--- src/rtl/tt_pad_cfg_loader.sv ---
// Pad-ring configuration sequencer: fetches one word per pad from a config table,
// shifts it MSB-first into the serial pad chain on a divided clock, then latches.
module tt_pad_cfg_loader #(
    parameter int N_PADS = 64,
    parameter int CFG_W  = 16,
    parameter int DIV    = 2,
    parameter int AW     = 6
) (
    input  logic             clk,
    input  logic             rst_n,
    input  logic             start,
    input  logic             abort,
    output logic             busy,
    output logic             done,
    output logic             tbl_rd,
    output logic [AW-1:0]    tbl_addr,
    input  logic [CFG_W-1:0] tbl_data,
    output logic             cfg_sclk,
    output logic             cfg_sdata,
    output logic             cfg_latch
);

    localparam int BW = (CFG_W > 1) ? $clog2(CFG_W) : 1;
    localparam int DW = (DIV > 1) ? $clog2(DIV) : 1;
    localparam logic [AW-1:0] PAD_LAST = AW'(N_PADS - 1);
    localparam logic [BW-1:0] BIT_LAST = BW'(CFG_W - 1);
    localparam logic [DW-1:0] DIV_LAST = DW'(DIV - 1);

    typedef enum logic [2:0] {
        S_IDLE     = 3'd0,
        S_FETCH    = 3'd1,
        S_WAIT     = 3'd2,
        S_SHIFT_LO = 3'd3,
        S_SHIFT_HI = 3'd4,
        S_LATCH    = 3'd5,
        S_DONE     = 3'd6
    } state_t;

    state_t             state_r, state_s;
    logic [AW-1:0]      pad_cnt_r, pad_cnt_s;
    logic [BW-1:0]      bit_cnt_r, bit_cnt_s;
    logic [DW-1:0]      div_cnt_r, div_cnt_s;
    logic [CFG_W-1:0]   sreg_r, sreg_s;
    logic [AW-1:0]      tbl_addr_r, tbl_addr_s;
    logic               busy_r, done_r, tbl_rd_r, sclk_r, sdata_r, latch_r;
    logic               busy_s, done_s, tbl_rd_s, sclk_s, sdata_s, latch_s;
    logic               phase_end_s;

    // Next-state, counter and shift-register logic; outputs decoded from the next state
    always_comb begin
        state_s     = state_r;
        pad_cnt_s   = pad_cnt_r;
        bit_cnt_s   = bit_cnt_r;
        div_cnt_s   = div_cnt_r;
        sreg_s      = sreg_r;
        tbl_addr_s  = tbl_addr_r;
        phase_end_s = (div_cnt_r == DIV_LAST);

        case (state_r)
            S_IDLE: begin
                if (start && !abort) begin
                    state_s = S_FETCH;
                end else begin
                    state_s = S_IDLE;
                end
            end
            S_FETCH: begin
                state_s = S_WAIT;
            end
            S_WAIT: begin
                sreg_s    = tbl_data;
                bit_cnt_s = BIT_LAST;
                div_cnt_s = '0;
                state_s   = S_SHIFT_LO;
            end
            S_SHIFT_LO: begin
                if (phase_end_s) begin
                    div_cnt_s = '0;
                    state_s   = S_SHIFT_HI;
                end else begin
                    div_cnt_s = div_cnt_r + DW'(1);
                end
            end
            S_SHIFT_HI: begin
                if (phase_end_s) begin
                    div_cnt_s = '0;
                    sreg_s    = sreg_r << 1;
                    if (bit_cnt_r != '0) begin
                        bit_cnt_s = bit_cnt_r - BW'(1);
                        state_s   = S_SHIFT_LO;
                    end else if (pad_cnt_r != '0) begin
                        pad_cnt_s = pad_cnt_r - AW'(1);
                        state_s   = S_FETCH;
                    end else begin
                        state_s   = S_LATCH;
                    end
                end else begin
                    div_cnt_s = div_cnt_r + DW'(1);
                end
            end
            S_LATCH: begin
                if (phase_end_s) begin
                    div_cnt_s = '0;
                    state_s   = S_DONE;
                end else begin
                    div_cnt_s = div_cnt_r + DW'(1);
                end
            end
            S_DONE: begin
                pad_cnt_s = PAD_LAST;
                state_s   = S_IDLE;
            end
            default: begin
                state_s = S_IDLE;
            end
        endcase

        // Abort drops straight to idle without latching, so pads keep their old setup
        if (abort && (state_r != S_IDLE)) begin
            state_s   = S_IDLE;
            pad_cnt_s = PAD_LAST;
            bit_cnt_s = '0;
            div_cnt_s = '0;
        end else begin
            state_s = state_s;
        end

        if (state_s == S_FETCH) begin
            tbl_addr_s = pad_cnt_s;
        end else begin
            tbl_addr_s = tbl_addr_r;
        end

        busy_s   = (state_s == S_FETCH) || (state_s == S_WAIT) || (state_s == S_SHIFT_LO) ||
                   (state_s == S_SHIFT_HI) || (state_s == S_LATCH);
        done_s   = (state_s == S_DONE);
        tbl_rd_s = (state_s == S_FETCH);
        sclk_s   = (state_s == S_SHIFT_HI);
        latch_s  = (state_s == S_LATCH);
        if ((state_s == S_SHIFT_LO) || (state_s == S_SHIFT_HI)) begin
            sdata_s = sreg_s[CFG_W-1];
        end else begin
            sdata_s = 1'b0;
        end
    end

    // State, counters, shift register and registered outputs
    always_ff @(posedge clk) begin
        if (!rst_n) begin
            state_r    <= S_IDLE;
            pad_cnt_r  <= PAD_LAST;
            bit_cnt_r  <= '0;
            div_cnt_r  <= '0;
            sreg_r     <= '0;
            tbl_addr_r <= '0;
            busy_r     <= 1'b0;
            done_r     <= 1'b0;
            tbl_rd_r   <= 1'b0;
            sclk_r     <= 1'b0;
            sdata_r    <= 1'b0;
            latch_r    <= 1'b0;
        end else begin
            state_r    <= state_s;
            pad_cnt_r  <= pad_cnt_s;
            bit_cnt_r  <= bit_cnt_s;
            div_cnt_r  <= div_cnt_s;
            sreg_r     <= sreg_s;
            tbl_addr_r <= tbl_addr_s;
            busy_r     <= busy_s;
            done_r     <= done_s;
            tbl_rd_r   <= tbl_rd_s;
            sclk_r     <= sclk_s;
            sdata_r    <= sdata_s;
            latch_r    <= latch_s;
        end
    end

    assign busy      = busy_r;
    assign done      = done_r;
    assign tbl_rd    = tbl_rd_r;
    assign tbl_addr  = tbl_addr_r;
    assign cfg_sclk  = sclk_r;
    assign cfg_sdata = sdata_r;
    assign cfg_latch = latch_r;

endmodule

--- config.mk ---
export PLATFORM = sky130hd
export DESIGN_NAME = tt_pad_cfg_loader
export DESIGN_NICKNAME = d
export VERILOG_FILES = /design/src/rtl/tt_pad_cfg_loader.sv
export SDC_FILE = /design/constraint.sdc
export NUM_CORES = 1
export LEC_CHECK = 0
export ABC_AREA = 1
export BUFFER_PORTS_ARGS = -buffer_cell sky130_fd_sc_hd__clkbuf_2
export CAP_MARGIN = 40
export CORE_ASPECT_RATIO = 0.9
export CORE_UTILIZATION = 51
export CTS_BUF_LIST = sky130_fd_sc_hd__clkbuf_16
export DETAILED_ROUTE_END_ITERATION = 8
export GPL_ROUTABILITY_DRIVEN = 0
export PLACE_DENSITY = 0.73
export SLEW_MARGIN = 10
export SYNTH_ARGS = -nofsm -noshare
export SYNTH_HDL_FRONTEND = slang
export SYNTH_SLANG_ARGS = --single-unit
--- constraint.sdc ---
create_clock -name clk -period 3.3 [get_ports clk]
set_clock_uncertainty 0.2 [all_clocks]
set_input_delay 0.33 -clock clk [delete_from_list [all_inputs] [get_ports clk]]
set_output_delay 0.33 -clock clk [all_outputs]
set_load 0.01 [all_outputs]
---- Yosys cells after proc, flatten, opt, wreduce, memory -nomap -nowiden ----
Index checks and enable logic that the tools add are counted.
word-level totals
  bits in registers ....................... 42
  input bits .............................. 20
  output and inout bits ................... 12
  logic and storage cells ................. 70
operators by class
  add/sub/neg operators ................... 3
  equality and inequality tests ........... 14
  mux-type cells .......................... 20
  bitwise operators ....................... 1
  reduce and logical (&&, ||, !) cells .... 19
operators by type and width
  kind                                              number
  one-hot mux 16 bit (2 select lines)               1
  two-way mux 6 bit                                 4
  == test 3 bit, second input constant              6
  two-way mux 3 bit                                 6
  one-hot mux 3 bit (6 select lines)                1
  two-way mux 16 bit                                1
  == test 3 x 2 -> 1 bit, second input constant     4
  one-hot mux 6 bit (2 select lines)                1
  two-way mux 4 bit                                 2
  one-hot mux 4 bit (2 select lines)                1
  == test 3 x 1 -> 1 bit, second input constant     2
  nonzero test 6 bit                                1
  subtractor 6 x 1 -> 6 bit, second input constant  1
  logical OR 1 bit                                  5
  inequality test 2 bit, second input constant      2
  AND reduction 2 bit                               2
  nonzero test 2 bit                                2
  nonzero test 4 bit                                1
  subtractor 4 x 1 -> 4 bit, second input constant  1
  logical NOT 3 bit                                 1
  AND reduction 3 bit                               1
  nonzero test 3 bit                                1
  OR reduction 3 bit                                1
  logical AND 1 bit                                 2
  6 further kinds                                   7

---- Longest topological paths before layout ----
  word-level depth ........................ 11
  mapped depth ............................ 12
  gate-level depth less buffers ........... 12

---- Worst setup path before layout ----
Ideal clock, no wire load.
  path kind ............................... flip-flop to flip-flop
  start ................................... reg bit_cnt_r[0]
  end ..................................... reg tbl_addr_r[2] (netlist: tbl_addr[2])
  library setup time ...................... 0.113 ns
  arrival ................................. 1.444 ns
  setup slack ............................. 1.544 ns
  stages on the path, launching flop included .. 12
  buffers on the path ..................... 0
  cells stage by stage .................... dfxtp_1 inv_1 ha_1 nand2_1 nor2_2 nor2_2 nor2_2 nand3_4 nor2_8 nand2_1 nand2_1 nor2_1
between the ends
  word-level cells in the longest chain between the ends .. 6
  elaborated cells between the ends (all ways) .. 10
  those cells by class .................... eq/ne (1); mux (8); reduce/logical (1)
ends and longest elaborated chain
  element                             line  source
  start: declaration                  41    logic [BW-1:0] bit_cnt_r, bit_cnt_s;
  start signal: assignment            165   bit_cnt_r <= bit_cnt_s;
  nonzero test 4 bit *                88    if (bit_cnt_r != '0) begin
  two-way mux 3 bit                   88
  two-way mux 3 bit                   85    if (phase_end_s) begin
  one-hot mux 3 bit (6 select lines)  59    case (state_r)
  two-way mux 3 bit                   119   if (abort && (state_r != S_IDLE)) begin
  == test 3 x 1 -> 1 bit              128   if (state_s == S_FETCH) begin
  end signal: assignment              168   tbl_addr_r <= tbl_addr_s;
  end: declaration                    44    logic [AW-1:0] tbl_addr_r, tbl_addr_s;
Every way passes the cells marked *; elsewhere a longest branch is shown, timed or not.
A chain may end at the register's enable or synchronous reset.

---- Final worst setup path ----
Same ends and word-level chain as after synthesis.

==> flow_summary.ini <==
[run_status]
status = complete, no violations

[drt]
first_pass_iters = 4
routedWlPerCell_um = 11.0
drc = 0
vias_per_cell = 5.05
via_count = 1858
drtIter0Drc = 111
drtAntennaViolNets = 0
wirelength_um = 4060

[die]
pin_count = 32
die_w_um = 68.6
initial_utilization_pct = 54.2
dieArea_um2 = 4250
rows = 21
coreArea_um2 = 3760
dieHeight_um = 62.0

[yosys]
syn_area_per_cell_um2 = 7.00
syn_inst = 291
synth_top_area_share_pct = 41.3
ys_seq_area_share_pct = 41.3
synth_top_cell_by_area = dfxtp_1
synth_area_leaders = dfxtp_1 41%, nand2_1 17%, nor2_1 6.1%
synth_edf_count = 0
yosys_warnings = 0
ys_ff_latch = 42
synth_area_um2 = 2040
ys.flop_type = dfxtp_1
synth_cell_types = 31
async_flop_share_pct = 0
syn_nets = 314

[timing]
setup_viol = 0
post-route-min-period_ns = 1.99
final_max_slew_viol_count = 0
tightestPinTransition_ns = 0.678
hold_violations = 0
post-route-period-util_pct = 60.4
max_freq_ghz = 0.501
setup-tns-final_ns = 0
slew_headroom_pct = 54.7
rsz0062_at_grt = false

[global_route]
grt_use_total_pct = 20.3
antenna_found_initial = 0
grt_max_degree = 24
grt_pass1_wl_um = 6360
grt_pass1_vias = 1443
grt.overflow.total = 0

[pwr]
power.leakage_nw = 1.06
p_comb_share_pct = 15.2
swShare_pct = 26.9
pwr_density_cell_nw_per_um2 = 513
pwr-share-seq_pct = 46.5
switchingPower_mw = 0.324
vdd_drop_max_mv = 0.369
pwr-share-clk_pct = 38.3
intPower_mw = 0.881

[setup_path]
required_ns = 3.28
r2r_slack_ns = 1.31
r2r_start = bit_cnt_r[0]
reg2reg_depth = 11
crit_arrival_ns = 1.97
r2r_end = tbl_addr[2]
critPathKind = register to register
critPathCaptureType = register
critPathCapture = tbl_addr[2]
crit_path_start_kind = register
path_max_fanout = 10
startpoint = bit_cnt_r[0]

[clocking]
numCtsBuffers = 5
cts_tree = done
clk_pin_slew_ns = 0.06
clk_path_buf_depth = 2
clock_latency_ns = 0.28
cts_setup_buffers = 0
post_cts_resize_count = 0
cts.sinks = 42
htree_levels = 2
clock-root-buffer = clkbuf_16
postCtsHoldBufs = 0

[final_layout]
nFillCells = 348
final_cells = 368
drive_gt1_share_pct = 18.6
num_antenna_cells = 0
seq_area_um2 = 841
area_growth_pct = 15.3
nets = 344
multiInputGateArea_um2 = 1030

[placement]
port_buffers = 31
dpl.hpwl_um = 2960
place_inst = 360

[run]
cap_violations = 0

[worst_hold_path]
worst_hold_path_type = input port to register
hp-start = tbl_data[0]
area by class of cell:
cell class	count	area share, %
inverter	33	5.27
tap	46	2.45
timing repair buffer	31	6.61
multi-input combinational	208	43.8
clock inverter	3	0.693
clock buffer	5	5.33
sequential	42	35.8
per-stage QoR:
stage	instance area [um^2]	hold slack (ns)	setup WS (ns)	total power [mW]	utilization, %
floorplan	2040	0.222	1.54	0.703	-
global route	2350	0.102	1.13	1.26	62.5
detailed placement	2210	0.240	1.31	0.756	58.7
CTS	2350	0.0892	1.30	1.21	62.5
global placement	2210	0.249	1.32	0.752	58.7
finish	2350	0.0903	1.31	1.21	62.5
flip-flops by register name (all words and copies together), names as in the netlist, 3 cells and up:
name,count
tbl_addr,6
pad_cnt_r,6
bit_cnt_r,4
state_r,3
sreg_r,16
worst max-delay path: stages (launching register included):
cell and delay, ns:
dfxtp_1 0.31, inv_1 0.09, ha_1 0.22, nand2_1 0.08
nor2_2 0.21, nor2_2 0.13, nor2_2 0.16, nand3_4 0.14
nor2_8 0.17, nand2_1 0.07, nand2_1 0.06, nor2_1 0.04
cells in the mapped netlist, types with 2 or more instances:
cell type  number
nand2_1        93
dfxtp_1        42
nor2_1         33
inv_1          27
nand3_1        17
a31oi_1        14
a21oi_1        13
inv_2           5
o21ai_0         5
buf_2           4
clkbuf_1        3
ha_1            3
nand2_2         3
nand4_1         3
nor2_2          3
a21oi_2         2
nand3_2         2
nand3_4         2
nor3_1          2
o21ai_1         2
o21ai_2         2
o21bai_1        2
routing by layer:
metal  wire [um]  GRT usage (%)
met4          42           7.14
met1        2110           30.1
met5           0              0
met2        1720           28.7
met3         193           4.56
cells in the final DEF (no fill, tap or decap), types with 5 or more instances in the layout:
cell type / instances
inv_1: 27
inv_2: 5
dfxtp_1: 42
nor2_1: 33
clkbuf_2: 31
a31oi_1: 14
a21oi_1: 13
clkbuf_16: 5
nand3_1: 17
o21ai_0: 5
nand2_1: 93
worst min path at each step:
| stage | to | slack [ns] | cells past startpoint |
|---|---|---|---|
| after detailed placement | bit_cnt_r[0] | 0.24 | 1 |
| after global placement | sreg_r[0] | 0.25 | 2 |
| after CTS | sreg_r[0] | 0.09 | 3 |
| after floorplan | bit_cnt_r[0] | 0.22 | 1 |
| final | sreg_r[0] | 0.09 | 3 |
| after global routing | sreg_r[9] | 0.10 | 3 |
power groups by stage:
stage                     sequential, mW  clock [mW]  combinational, mW
after floorplan                    0.575           0              0.128
after global placement             0.570           0              0.182
after detailed placement           0.571           0              0.184
after CTS                          0.561       0.468              0.185
after global routing               0.565       0.489              0.208
final                              0.561       0.461              0.183
kinds of logic after synthesis:
logic type      count (synthesis)  synth area share [%]
fa+ha+maj                       3                  1.84
xor+xnor                        1                 0.430
compound gates                 43                  12.8
buf+inv                        41                  8.17
flops                          42                  41.3
simple gates                  161                  35.4
Power figures use the tool's default switching activity.
